File: src/rtl/rfft_unloader.sv
// rfft_unloader: drains one 256-sample frame from the real-FFT core
// (4 lanes x 64 addresses) into a one-sample-per-beat valid/ready stream.
// Two four-sample slots used ping-pong keep the stream bubble-free when the
// sink never stalls. Reads are only issued into a slot that is already
// reserved, so a stalled sink can never cause data to be overwritten.

module rfft_unloader #(
    parameter int unsigned WIDTH  = 16,
    parameter int unsigned LANES  = 4,
    parameter int unsigned DEPTH  = 64,
    parameter int unsigned ADDR_W = 6
) (
    input  logic              i_clk,
    input  logic              i_reset_n,
    input  logic              i_done,
    output logic [ADDR_W-1:0] o_addr,
    output logic              o_rd,
    input  logic [WIDTH-1:0]  i_dout0,
    input  logic [WIDTH-1:0]  i_dout1,
    input  logic [WIDTH-1:0]  i_dout2,
    input  logic [WIDTH-1:0]  i_dout3,
    output logic [WIDTH-1:0]  o_m_data,
    output logic              o_m_valid,
    input  logic              i_m_ready,
    output logic              o_m_last,
    output logic              o_busy,
    output logic              o_frame_done,
    output logic              o_overrun
);

    localparam int unsigned TOTAL  = LANES * DEPTH;
    localparam int unsigned CNT_W  = $clog2(TOTAL);
    localparam int unsigned LANE_W = $clog2(LANES);
    localparam int unsigned RCNT_W = ADDR_W + 1;

    localparam logic [CNT_W-1:0]  LAST_SAMPLE = CNT_W'(TOTAL - 1);
    localparam logic [LANE_W-1:0] LAST_LANE   = LANE_W'(LANES - 1);
    localparam logic [RCNT_W-1:0] READS_TOTAL = RCNT_W'(DEPTH);

    typedef enum logic [0:0] {
        StIdle,
        StRun
    } state_e;

    // Control state
    state_e              r_state;
    state_e              w_state_d;
    logic                r_done_q;
    logic                r_busy;
    logic                r_frame_done;
    logic                r_overrun;

    // Read side: r_rd_cnt counts reads issued this frame (0..DEPTH)
    logic [ADDR_W-1:0]   r_addr;
    logic                r_rd;
    logic [RCNT_W-1:0]   r_rd_cnt;
    logic                r_cap;      // core data is valid this cycle
    logic [1:0]          r_used;     // slots filled or with a read in flight

    // Slot buffer and stream side
    logic [WIDTH-1:0]    r_slot [2][LANES];
    logic [1:0]          r_full;
    logic                r_wr_ptr;
    logic                r_rd_ptr;
    logic [LANE_W-1:0]   r_lane;
    logic [CNT_W-1:0]    r_out_cnt;  // frame index of the presented sample

    logic                w_start;
    logic                w_accept;
    logic                w_valid;
    logic                w_hs;
    logic                w_hs3;
    logic                w_last_hs;
    logic                w_issue;

    // Start detection, handshake decode, read-issue decision and FSM next state
    always_comb begin
        w_state_d = r_state;
        w_start   = i_done & ~r_done_q;
        w_valid   = r_full[r_rd_ptr];
        w_hs      = w_valid & i_m_ready;
        w_hs3     = w_hs & (r_lane == LAST_LANE);
        w_last_hs = w_hs & (r_out_cnt == LAST_SAMPLE);
        w_accept  = 1'b0;
        w_issue   = 1'b0;

        unique case (r_state)
            StIdle: begin
                if (w_start) begin
                    w_accept  = 1'b1;
                    w_state_d = StRun;
                end
            end
            StRun: begin
                // A slot emptied by this cycle's lane-3 handshake counts as free
                w_issue = (r_rd_cnt < READS_TOTAL) & ((r_used < 2'd2) | w_hs3);
                if (w_last_hs) begin
                    w_state_d = StIdle;
                end
            end
            default: begin
                w_state_d = StIdle;
            end
        endcase
    end

    // FSM state register
    always_ff @(posedge i_clk or negedge i_reset_n) begin
        if (!i_reset_n) begin
            r_state <= StIdle;
        end else begin
            r_state <= w_state_d;
        end
    end

    // Status flags and edge-detect history
    always_ff @(posedge i_clk or negedge i_reset_n) begin
        if (!i_reset_n) begin
            r_done_q     <= 1'b0;
            r_busy       <= 1'b0;
            r_frame_done <= 1'b0;
            r_overrun    <= 1'b0;
        end else begin
            r_done_q     <= i_done;
            r_busy       <= (w_state_d == StRun);
            r_frame_done <= w_last_hs;
            // Includes a start landing on the final-handshake cycle
            r_overrun    <= w_start & (r_state == StRun);
        end
    end

    // Core read sequencing and slot reservation count
    always_ff @(posedge i_clk or negedge i_reset_n) begin
        if (!i_reset_n) begin
            r_addr   <= '0;
            r_rd     <= 1'b0;
            r_rd_cnt <= '0;
            r_cap    <= 1'b0;
            r_used   <= '0;
        end else begin
            r_cap <= r_rd;
            if (w_accept) begin
                r_addr   <= '0;
                r_rd     <= 1'b1;
                r_rd_cnt <= RCNT_W'(1);
                r_used   <= 2'd1;
            end else begin
                r_rd <= w_issue;
                if (w_issue) begin
                    r_addr   <= r_rd_cnt[ADDR_W-1:0];
                    r_rd_cnt <= r_rd_cnt + RCNT_W'(1);
                end
                unique case ({w_issue, w_hs3})
                    2'b10:   r_used <= r_used + 2'd1;
                    2'b01:   r_used <= r_used - 2'd1;
                    default: r_used <= r_used;
                endcase
            end
        end
    end

    // Slot occupancy, ping-pong pointers and stream position
    always_ff @(posedge i_clk or negedge i_reset_n) begin
        if (!i_reset_n) begin
            r_full    <= '0;
            r_wr_ptr  <= 1'b0;
            r_rd_ptr  <= 1'b0;
            r_lane    <= '0;
            r_out_cnt <= '0;
        end else if (w_accept) begin
            r_full    <= '0;
            r_wr_ptr  <= 1'b0;
            r_rd_ptr  <= 1'b0;
            r_lane    <= '0;
            r_out_cnt <= '0;
        end else begin
            // The capture target is never the slot being freed: it was reserved
            // while the presented slot was still full.
            if (r_cap) begin
                r_full[r_wr_ptr] <= 1'b1;
                r_wr_ptr         <= ~r_wr_ptr;
            end
            if (w_hs) begin
                r_lane    <= r_lane + LANE_W'(1);
                r_out_cnt <= r_out_cnt + CNT_W'(1);
                if (w_hs3) begin
                    r_full[r_rd_ptr] <= 1'b0;
                    r_rd_ptr         <= ~r_rd_ptr;
                end
            end
        end
    end

    // Capture the four core lanes into the slot being filled
    always_ff @(posedge i_clk or negedge i_reset_n) begin
        if (!i_reset_n) begin
            for (int s = 0; s < 2; s++) begin
                for (int l = 0; l < LANES; l++) begin
                    r_slot[s][l] <= '0;
                end
            end
        end else if (r_cap) begin
            r_slot[r_wr_ptr][0] <= i_dout0;
            r_slot[r_wr_ptr][1] <= i_dout1;
            r_slot[r_wr_ptr][2] <= i_dout2;
            r_slot[r_wr_ptr][3] <= i_dout3;
        end
    end

    // Stream outputs come straight from registers, never from i_m_ready
    assign o_m_valid    = w_valid;
    assign o_m_data     = w_valid ? r_slot[r_rd_ptr][r_lane] : '0;
    assign o_m_last     = w_valid & (r_out_cnt == LAST_SAMPLE);
    assign o_addr       = r_addr;
    assign o_rd         = r_rd;
    assign o_busy       = r_busy;
    assign o_frame_done = r_frame_done;
    assign o_overrun    = r_overrun;

endmodule

File: config.mk
export PLATFORM = sky130hd
export DESIGN_NAME = rfft_unloader
export DESIGN_NICKNAME = d
export VERILOG_FILES = /design/src/rtl/rfft_unloader.sv
export SDC_FILE = /design/constraint.sdc
export NUM_CORES = 1
export LEC_CHECK = 0
export BUFFER_PORTS_ARGS = -buffer_cell sky130_fd_sc_hd__buf_2
export CAP_MARGIN = 10
export CORE_MARGIN = 2
export CORE_UTILIZATION = 45
export CTS_BUF_LIST = sky130_fd_sc_hd__clkbuf_8
export CTS_CLUSTER_SIZE = 14
export DETAILED_ROUTE_END_ITERATION = 8
export PLACE_DENSITY = 0.77
export SLEW_MARGIN = 20
export SYNTH_ARGS = -nofsm -noshare
export SYNTH_HDL_FRONTEND = slang
export SYNTH_SLANG_ARGS = --single-unit
export TNS_END_PERCENT = 30
File: constraint.sdc
create_clock -name i_clk -period 3.2 [get_ports i_clk]
set_input_delay 0.16 -clock i_clk [delete_from_list [all_inputs] [get_ports i_clk]]
set_output_delay 0.16 -clock i_clk [all_outputs]
set_load 0.005 [all_outputs]
==> flow_summary.html, run 1 <==
<table>
<tr><th>Metric</th><th>Value</th></tr>
<tr><th colspan="2">Outcome</th></tr>
<tr><td>Run status</td><td>finished, final reports clean</td></tr>
<tr><th colspan="2">Clock network</th></tr>
<tr><td>Number of buffers created by CTS</td><td>17</td></tr>
<tr><td>Clock net sink count</td><td>about 160</td></tr>
<tr><td>Count of cells resized by post-cts repair</td><td>0</td></tr>
<tr><td>Deepest level of the CTS H-tree</td><td>4</td></tr>
<tr><td>Buffer depth of the longest clock path</td><td>2</td></tr>
<tr><td>Clock slew seen by the registers of the worst setup and hold paths</td><td>0.08 ns</td></tr>
<tr><td>TritonCTS clock tree</td><td>done</td></tr>
<tr><td>Cell chosen for the clock root</td><td>sky130_fd_sc_hd__clkbuf_8</td></tr>
<tr><td>Clock insertion delay at the later pin of the skew report</td><td>~0.45 ns</td></tr>
<tr><td>Number of post-CTS setup repair buffers</td><td>0</td></tr>
<tr><th colspan="2">Floorplanning</th></tr>
<tr><td>Starting utilization of the core area</td><td>between 40% and 50%</td></tr>
<tr><td>Overall die area</td><td>17300 um^2</td></tr>
<tr><td>Top Ports</td><td>96</td></tr>
<tr><td>FP Rows</td><td>46</td></tr>
<tr><td>Core footprint</td><td>roughly 16000 um^2</td></tr>
<tr><td>Die span in x</td><td>around 130 um</td></tr>
<tr><td>Vertical die dimension</td><td>around 130 um</td></tr>
<tr><th colspan="2">Synthesis</th></tr>
<tr><td>Proportion of netlist area held by the largest area contributor</td><td>between 50% and 60%</td></tr>
<tr><td>Syn_area_per_cell</td><td>roughly 15 um^2</td></tr>
<tr><td>Main flop type after synthesis</td><td>sky130_fd_sc_hd__dfrtp_1</td></tr>
<tr><td>Post-synthesis sequential area ratio</td><td>55.7%</td></tr>
<tr><td>Simple-gate share of the synthesized area</td><td>5.66%</td></tr>
<tr><td>EDFF count, synth</td><td>0</td></tr>
<tr><td>Synthesized cell area</td><td>7320 um^2</td></tr>
<tr><td>Synthesized-area fraction occupied by adder cells</td><td>less than 1%</td></tr>
<tr><td>Syn. warnings</td><td>0</td></tr>
<tr><td>Most common cell in the synthesized netlist</td><td>sky130_fd_sc_hd__dfrtp_1</td></tr>
<tr><td>Main area contributors after synthesis</td><td>sky130_fd_sc_hd__dfrtp_1 56%, sky130_fd_sc_hd__mux2_2 20%, sky130_fd_sc_hd__mux4_2 9.8%</td></tr>
<tr><td>Fraction of the mapped netlist area in compound gates</td><td>between 2 and 2.5%</td></tr>
<tr><td>Proportion of synthesized area in mux cells</td><td>approximately a third</td></tr>
<tr><td>Most instantiated cells after synthesis</td><td>163 x sky130_fd_sc_hd__dfrtp_1, 128 x sky130_fd_sc_hd__mux2_2, 32 x sky130_fd_sc_hd__mux4_2</td></tr>
<tr><td>Unique cell type count in the Yosys netlist</td><td>40</td></tr>
<tr><td>Number of flip-flops and latches in the synthesized netlist</td><td>163</td></tr>
<tr><td>Fraction of synthesis flops using an asynchronous set or reset pin</td><td>100%</td></tr>
<tr><td>Gate count of the mapped netlist</td><td>approximately 500</td></tr>
<tr><td>Mapped Nets</td><td>approximately 580</td></tr>
<tr><td>Cell type with the highest aggregate area in the netlist</td><td>sky130_fd_sc_hd__dfrtp_1</td></tr>
<tr><td>Xor and xnor area share after synthesis</td><td>about 1.1%</td></tr>
<tr><td>Largest family of logic cells by synthesized area</td><td>multiplexers</td></tr>
<tr><th colspan="2">Global routing</th></tr>
<tr><td>GRT Total Usage</td><td>20.1%</td></tr>
<tr><td>Largest net degree at the start of global routing</td><td>84</td></tr>
<tr><td>Wire length of the first global-routing pass</td><td>between 20 and 30 mm</td></tr>
<tr><td>Grt ovf</td><td>0</td></tr>
<tr><td>Antenna violations before repair</td><td>0</td></tr>
<tr><td>Number of global-route vias before repair</td><td>5345</td></tr>
<tr><th colspan="2">Setup path</th></tr>
<tr><td>Peak fanout along the critical path</td><td>20</td></tr>
<tr><td>FF-to-FF End</td><td>r_rd_cnt[5]$_DFFE_PN0P_</td></tr>
<tr><td>Number of buffers and inverters on the critical path</td><td>2</td></tr>
<tr><td>Critical Path, Cell by Cell</td><td>buf_12 -&gt; mux4_2 -&gt; mux2i_1 -&gt; nor2_1 -&gt; buf_2</td></tr>
<tr><td>Sort of element at the start of the critical path</td><td>register</td></tr>
<tr><td>Family with the most delay on the worst path</td><td>flip-flops</td></tr>
<tr><td>Arrival time worst endpoint</td><td>about 2.5 ns</td></tr>
<tr><td>Critical path capture point type</td><td>output pin</td></tr>
<tr><td>Logic depth of the worst register-to-register path</td><td>5</td></tr>
<tr><td>Slowest stage cell, crit path</td><td>sky130_fd_sc_hd__dfrtp_2</td></tr>
<tr><td>CP Data Required Time</td><td>3.04 ns</td></tr>
<tr><td>RR Startpoint</td><td>r_rd_ptr$_DFFE_PN0P_</td></tr>
<tr><td>Flop-to-flop setup slack</td><td>approximately 0.94 ns</td></tr>
<tr><td>Worst path max stage delay</td><td>roughly 0.78 ns</td></tr>
<tr><td>Startpoint-to-endpoint class of the critical path</td><td>register to output pin</td></tr>
<tr><th colspan="2">STA</th></tr>
<tr><td>Setup repair after global routing missed its margin</td><td>no</td></tr>
<tr><td>Max-slew violation count</td><td>0</td></tr>
<tr><td>Final setup skew</td><td>about 0.0073 ns</td></tr>
<tr><td>Setup TNS</td><td>0 ns</td></tr>
<tr><td>Hold Vio Cnt, Final</td><td>0</td></tr>
<tr><td>Fin crit period</td><td>2.62 ns</td></tr>
<tr><td>Slew at the pin with the worst max-slew slack</td><td>between 0.9 and 1 ns</td></tr>
<tr><td>Final hold slack</td><td>0.0687 ns</td></tr>
<tr><td>Final critical-path share of the clock period</td><td>between 80% and 90%</td></tr>
<tr><td>Timing-limited maximum frequency</td><td>382 MHz</td></tr>
<tr><td>Setup violators final</td><td>0</td></tr>
<tr><td>Relative slew margins</td><td>between 30% and 40%</td></tr>
<tr><td>Setup WS post-layout</td><td>0.585 ns</td></tr>
<tr><th colspan="2">Final layout</th></tr>
<tr><td>Final core area utilization</td><td>between 50% and 60%</td></tr>
<tr><td>Footprint of the flip-flops and latches</td><td>between 4000 and 5000 um^2</td></tr>
<tr><td>Post-layout nets</td><td>roughly 730</td></tr>
<tr><td>FILL cells</td><td>between 1000 and 1500</td></tr>
<tr><td>Total inserted antenna cells</td><td>0</td></tr>
<tr><td>Growth of design area from synthesis to finish</td><td>24.3%</td></tr>
<tr><td>Multi-input combinational cell area</td><td>just over 3000 um^2</td></tr>
<tr><td>Fin area</td><td>approximately 9100 um^2</td></tr>
<tr><td>Ratio of cells with drive above 1 in the final layout</td><td>between 40% and 50%</td></tr>
<tr><th colspan="2">Drt</th></tr>
<tr><td>Vias</td><td>~4700</td></tr>
<tr><td>Met3 wire len</td><td>about 800 um</td></tr>
<tr><td>Uppermost routed layer</td><td>met4</td></tr>
<tr><td>DR WL/cell</td><td>18.4 um</td></tr>
<tr><td>Number of design-rule violations left by the first detailed-router iteration</td><td>~270</td></tr>
<tr><td>Number of optimization iterations in the first detailed-route pass</td><td>4</td></tr>
<tr><td>Met2 wire length</td><td>a little under 9 mm</td></tr>
<tr><td>Antenna Violating Nets Remaining</td><td>0</td></tr>
<tr><td>DRC Markers</td><td>0</td></tr>
<tr><td>Wire length the detailed router placed on met1</td><td>6.51 mm</td></tr>
<tr><td>Vias per Instance</td><td>about 5.3</td></tr>
<tr><td>Total detailed-routing wirelength</td><td>16.3 mm</td></tr>
<tr><th colspan="2">Hold path</th></tr>
<tr><td>Cell count of the worst hold path</td><td>3</td></tr>
<tr><td>End point of the worst hold path</td><td>r_lane[1]$_DFFE_PN0P_</td></tr>
<tr><td>Class of the worst hold path</td><td>primary input to register</td></tr>
<tr><td>Worst min-delay path startpoint</td><td>i_m_ready</td></tr>
<tr><th colspan="2">Power and ir drop</th></tr>
<tr><td>Leak Pwr</td><td>between 4 and 5 nW</td></tr>
<tr><td>VDD IR-drop max</td><td>0.648 mV</td></tr>
<tr><td>Pwr dens</td><td>932 nW/um^2</td></tr>
<tr><th colspan="2">Placement</th></tr>
<tr><td>Number of buffers inserted by port buffering</td><td>95</td></tr>
<tr><td>Dpl hpwl</td><td>roughly 11 mm</td></tr>
<tr><td>DP Worst Slack</td><td>between 0.9 and 1 ns</td></tr>
<tr><td>Routability cong.</td><td>a little over 0.8</td></tr>
<tr><td>Total cell area at the placement stage</td><td>8030 um^2</td></tr>
<tr><th colspan="2">Job</th></tr>
<tr><td>Max-capacitance violation count</td><td>0</td></tr>
</table>
-- per-stage QoR --
step,total power [W],std cells
2_1_floorplan,0.00585,504
3_5_place_dp,0.00693,792
3_3_place_gp,0.00672,792
6_report,0.00848,889
5_1_grt,0.00900,889
4_1_cts,0.00854,889
-- cells by family after synthesis --
group | count (synthesis)
adder cells (fa/ha/maj) | 3
AND/OR/NAND/NOR | 86
flip-flops | 163
AO/OA/AOI/OAI | 26
multiplexers | 182
XOR/XNOR | 9
buffers and inverters | 35
-- layer usage --
| layer | GRT usage [%] | vias to the layer above |
|---|---|---|
| met2 | 36.4 | 116 |
| met4 | 5.56 | 0 |
| met3 | 5.29 | 16 |
| met5 | 0 | - |
| li1 | - | 2134 |
| met1 | 23.5 | 2456 |
-- timing repair --
| item | CTS | global route |
|---|---|---|
| hold buffers | 66 | 0 |
| endpoints found under the setup margin | 0 | 0 |
| hold endpoints to repair | 212 | 0 |
-- worst min-delay path: cells and delay by family --
family                 cells  cell delay, ns
and+or+nand+nor            1            0.09
AOI/OAI and AO/OA          1            0.06
buffers and inverters      1            0.16
-- state kept, by name, indices dropped and copies added (netlist names) --
signal        cells
r_slot          128
r_out_cnt         8
r_rd_cnt          7
o_addr            6
r_full            2
r_lane            2
r_used            2
o_busy            1
o_frame_done      1
o_overrun         1
o_rd              1
r_cap             1
r_done_q          1
r_rd_ptr          1
r_wr_ptr          1
-- layout make-up --
cell class	count	share of cell area (%)
tap	216	2.97
inverter	4	0.193
sequential	163	44.9
multi-input combinational	306	34.0
clock inverter	13	1.76
clock buffer	18	2.72
timing repair buffer	169	13.5
-- report_power, final --
part	switching, W	internal, W	total, W
logic	0.00139	0.00194	0.00332
registers	0.000606	0.00301	0.00362
clock network	0.000749	0.000786	0.00153
total	0.00274	0.00573	0.00848
-- worst max path at each step --
stage	end	startpoint	slack, ns	cells after the start
global route	o_m_data[11]	r_rd_ptr$_DFFE_PN0P_	0.39	5
global placement	o_m_data[12]	r_rd_ptr$_DFFE_PN0P_	1.03	5
finish	o_m_data[1]	r_rd_ptr$_DFFE_PN0P_	0.58	5
detailed placement	r_rd_cnt[5]$_DFFE_PN0P_	r_rd_ptr$_DFFE_PN0P_	0.94	5
CTS	o_m_data[12]	r_rd_ptr$_DFFE_PN0P_	0.53	5
floorplan	o_m_data[2]	r_rd_ptr$_DFFE_PN0P_	1.56	5
-- cells in the final DEF, fill, tap and decap left out, drive strengths merged --
| master | n |
|---|---|
| inv | 5 |
| o211a | 1 |
| mux2i | 22 |
| and2 | 4 |
| nor2 | 31 |
| nand3 | 6 |
| and3 | 4 |
| nor3b | 3 |
| bufinv | 3 |
| mux2 | 128 |
| ha | 3 |
| xor2 | 6 |
| dfrtp | 163 |
| clkinv | 4 |
| or3b | 1 |
| nand2 | 26 |
| xnor2 | 3 |
| and4 | 1 |
| or2 | 1 |
| nor2b | 1 |
| buf | 103 |
| a211oi | 1 |
| nand2b | 1 |
| mux4 | 32 |
| clkinvlp | 5 |
| clkbuf | 18 |
| a31oi | 2 |
| nand4 | 3 |
| a21oi | 8 |
| o31ai | 1 |
| o21ai | 10 |
| a41o | 2 |
| dlygate4sd3 | 66 |
| a21boi | 1 |
| nor3 | 2 |
| or4 | 2 |
Note: power is estimated with default switching activity, not from simulation.
==> run 2, diff against run 1 <==
- clock period: 3.2 -> 2.5 ns (I/O delays scaled with it)
==> run 2 against run 1 <==
Effect of this change: design area rose by 0.50%; critical endpoint is now o_m_data[6]; first-iteration DRC count is 8.2% lower; largest power group unchanged; non-clock buffer count is 4 higher; clock power grew 27%; hold slack better by 0.13 ns; sequential power increased by 26%; power is 28% higher.
==> flow_summary.html, run 2 (same netlist as run 1, synthesis figures left out) <==
<table>
<tr><th>Metric</th><th>Value</th></tr>
<tr><th colspan="2">STA</th></tr>
<tr><td>Final setup skew</td><td>approximately 0.0059 ns</td></tr>
<tr><td>Slew at the pin with the worst max-slew slack</td><td>0.630 ns</td></tr>
<tr><td>Timing-limited maximum frequency</td><td>roughly 420 MHz</td></tr>
<tr><td>Setup violators final</td><td>0</td></tr>
<tr><td>Hold Vio Cnt, Final</td><td>0</td></tr>
<tr><td>Setup repair after global routing missed its margin</td><td>no</td></tr>
<tr><td>Fin crit period</td><td>about 2.4 ns</td></tr>
<tr><td>Max-slew violation count</td><td>0</td></tr>
<tr><td>Final hold slack</td><td>approximately 0.20 ns</td></tr>
<tr><td>Final critical-path share of the clock period</td><td>a little over nine tenths</td></tr>
<tr><td>Relative slew margins</td><td>between 50% and 60%</td></tr>
<tr><td>Setup TNS</td><td>0 ns</td></tr>
<tr><th colspan="2">Floorplanning</th></tr>
<tr><td>Core footprint</td><td>approximately 16000 um^2</td></tr>
<tr><td>Vertical die dimension</td><td>roughly 130 um</td></tr>
<tr><td>Overall die area</td><td>roughly 17000 um^2</td></tr>
<tr><td>Die span in x</td><td>between 100 and 150 um</td></tr>
<tr><td>Top Ports</td><td>96</td></tr>
<tr><td>Starting utilization of the core area</td><td>about 46%</td></tr>
<tr><td>FP Rows</td><td>46</td></tr>
<tr><th colspan="2">Clock network</th></tr>
<tr><td>Number of buffers created by CTS</td><td>17</td></tr>
<tr><td>TritonCTS clock tree</td><td>done</td></tr>
<tr><td>Buffer depth of the longest clock path</td><td>2</td></tr>
<tr><td>Number of post-CTS setup repair buffers</td><td>0</td></tr>
<tr><td>Clock slew seen by the registers of the worst setup and hold paths</td><td>0.09 ns</td></tr>
<tr><td>Deepest level of the CTS H-tree</td><td>4</td></tr>
<tr><td>Cell chosen for the clock root</td><td>sky130_fd_sc_hd__clkbuf_8</td></tr>
<tr><td>Clock net sink count</td><td>roughly 160</td></tr>
<tr><td>Clock insertion delay at the later pin of the skew report</td><td>around 0.47 ns</td></tr>
<tr><th colspan="2">Hold path</th></tr>
<tr><td>Class of the worst hold path</td><td>primary input to async pin</td></tr>
<tr><th colspan="2">Drt</th></tr>
<tr><td>Met3 wire len</td><td>roughly 650 um</td></tr>
<tr><td>Uppermost routed layer</td><td>met4</td></tr>
<tr><td>Vias per Instance</td><td>5.30</td></tr>
<tr><td>Antenna Violating Nets Remaining</td><td>0</td></tr>
<tr><td>Total detailed-routing wirelength</td><td>16.5 mm</td></tr>
<tr><td>Number of optimization iterations in the first detailed-route pass</td><td>4</td></tr>
<tr><td>Number of design-rule violations left by the first detailed-router iteration</td><td>246</td></tr>
<tr><td>DRC Markers</td><td>0</td></tr>
<tr><td>Met2 wire length</td><td>8.87 mm</td></tr>
<tr><td>Vias</td><td>roughly 4700</td></tr>
<tr><td>DR WL/cell</td><td>18.4 um</td></tr>
<tr><td>Wire length the detailed router placed on met1</td><td>6.69 mm</td></tr>
<tr><th colspan="2">Power and ir drop</th></tr>
<tr><td>Leak Pwr</td><td>approximately 4.1 nW</td></tr>
<tr><td>VDD IR-drop max</td><td>between 0.6 and 0.7 mV</td></tr>
<tr><td>Pwr dens</td><td>1180 nW/um^2</td></tr>
<tr><th colspan="2">Setup path</th></tr>
<tr><td>RR Startpoint</td><td>r_rd_ptr$_DFFE_PN0P_</td></tr>
<tr><td>Arrival time worst endpoint</td><td>2.23 ns</td></tr>
<tr><td>Startpoint-to-endpoint class of the critical path</td><td>register to output pin</td></tr>
<tr><td>Critical path capture point type</td><td>output pin</td></tr>
<tr><td>Sort of element at the start of the critical path</td><td>register</td></tr>
<tr><td>CP Data Required Time</td><td>2.38 ns</td></tr>
<tr><td>Logic depth of the worst register-to-register path</td><td>5</td></tr>
<tr><td>Slowest stage cell, crit path</td><td>sky130_fd_sc_hd__mux4_2</td></tr>
<tr><td>Flop-to-flop setup slack</td><td>between 0.5 and 0.6 ns</td></tr>
<tr><td>Worst path max stage delay</td><td>0.58 ns</td></tr>
<tr><td>Critical Path, Cell by Cell</td><td>buf_4 -&gt; mux4_2 -&gt; mux2i_1 -&gt; nor2_1 -&gt; buf_2</td></tr>
<tr><td>Family with the most delay on the worst path</td><td>multiplexers</td></tr>
<tr><td>FF-to-FF End</td><td>r_rd_cnt[5]$_DFFE_PN0P_</td></tr>
<tr><td>Peak fanout along the critical path</td><td>14</td></tr>
<tr><td>Number of buffers and inverters on the critical path</td><td>2</td></tr>
<tr><th colspan="2">Placement</th></tr>
<tr><td>Total cell area at the placement stage</td><td>between 8000 and 9000 um^2</td></tr>
<tr><td>Dpl hpwl</td><td>11.1 mm</td></tr>
<tr><td>Number of buffers inserted by port buffering</td><td>95</td></tr>
<tr><td>Routability cong.</td><td>between 0.7 and 0.8</td></tr>
<tr><td>Placed cell count</td><td>around 800</td></tr>
<tr><th colspan="2">Final layout</th></tr>
<tr><td>Number of flip-flops under the largest register name</td><td>roughly 130</td></tr>
<tr><td>Filler-free cell count of the finished design</td><td>between 800 and 900</td></tr>
<tr><td>Total inserted antenna cells</td><td>0</td></tr>
<tr><td>Commonest cells after routing, fill and taps aside</td><td>162 x sky130_fd_sc_hd__dfrtp_1, 128 x sky130_fd_sc_hd__mux2_2, 94 x sky130_fd_sc_hd__buf_2, 67 x sky130_fd_sc_hd__dlygate4sd3_1, 32 x sky130_fd_sc_hd__mux4_2</td></tr>
<tr><td>Most common library cell in the layout ignoring fill and taps</td><td>sky130_fd_sc_hd__dfrtp_1</td></tr>
<tr><td>Final core area utilization</td><td>a little under three fifths</td></tr>
<tr><td>Ratio of cells with drive above 1 in the final layout</td><td>a little under half</td></tr>
<tr><td>Fin area</td><td>9140 um^2</td></tr>
<tr><td>Largest Register</td><td>r_slot</td></tr>
<tr><td>Post-layout nets</td><td>between 700 and 800</td></tr>
<tr><td>Largest registers in the final layout</td><td>r_slot: 128 flops, r_out_cnt: 8 flops, r_rd_cnt: 7 flops</td></tr>
<tr><td>Growth of design area from synthesis to finish</td><td>24.9%</td></tr>
<tr><th colspan="2">Global routing</th></tr>
<tr><td>Grt ovf</td><td>0</td></tr>
<tr><td>Number of global-route vias before repair</td><td>between 5000 and 6000</td></tr>
<tr><td>Wire length of the first global-routing pass</td><td>27.0 mm</td></tr>
<tr><td>Largest net degree at the start of global routing</td><td>76</td></tr>
<tr><td>Antenna violations before repair</td><td>0</td></tr>
<tr><td>GRT Total Usage</td><td>approximately a fifth</td></tr>
<tr><th colspan="2">Outcome</th></tr>
<tr><td>Run status</td><td>finished, final reports clean</td></tr>
<tr><th colspan="2">Job</th></tr>
<tr><td>Max-capacitance violation count</td><td>0</td></tr>
</table>
==> run 2: cell count changes in the layout (fill, tap and decap cells not counted), sizes merged <==
cell	delta
buf	+3
inv	+1
clkinvlp	-2
dlygate4sd3	+1
bufinv	-1
clkinv	+3
==> run 2: repair_timing <==
action,in CTS,in global routing
endpoints found under the hold margin,187,0
hold buffers,67,0
gates resized for setup,0,1
endpoints found under the setup margin,0,13
==> run 2: power breakdown <==
group | switching (W) | internal (W) | total [W]
clock | 0.00101 | 0.000925 | 0.00194
sequential | 0.000707 | 0.00386 | 0.00456
combinational | 0.00182 | 0.00248 | 0.00431
total | 0.00354 | 0.00727 | 0.0108
==> run 2: worst max path at each step <==
stage	startpoint	slack (ns)	end	depth (start not counted)
floorplan	r_rd_ptr$_DFFE_PN0P_	0.86	r_rd_cnt[3]$_DFFE_PN0P_	7
global placement	r_rd_ptr$_DFFE_PN0P_	0.58	o_m_data[6]	5
detailed placement	r_rd_ptr$_DFFE_PN0P_	0.56	o_m_data[6]	5
CTS	r_rd_ptr$_DFFE_PN0P_	0.03	o_m_data[1]	5
global route	r_rd_ptr$_DFFE_PN0P_	0.009	o_m_data[6]	5
finish	r_rd_ptr$_DFFE_PN0P_	0.14	o_m_data[6]	5
==> run 2: through the flow <==
stage | worst slack, ns | power [W]
floorplan | 0.864 | 0.00749
global placement | 0.577 | 0.00859
detailed placement | 0.564 | 0.00885
CTS | 0.0307 | 0.0109
global route | 0.00878 | 0.0115
finish | 0.142 | 0.0108
==> run 2: final cells by class <==
| class | instances | area (um^2) |
|---|---|---|
| clock buffer | 18 | 248 |
| sequential | 163 | 4080 |
| inverter | 4 | 17.5 |
| fill | 1313 | 6750 |
| tap | 216 | 270 |
| timing repair buffer | 173 | 1280 |
| multi-input combinational | 306 | 3090 |
| clock inverter | 14 | 156 |
==> run 2: per-layer routing <==
metal | up-vias | global-route usage, %
li1 | 2145 | -
met1 | 2471 | 23.5
met2 | 97 | 35.9
met3 | 24 | 5.32
met4 | 0 | 6.40
met5 | - | 0
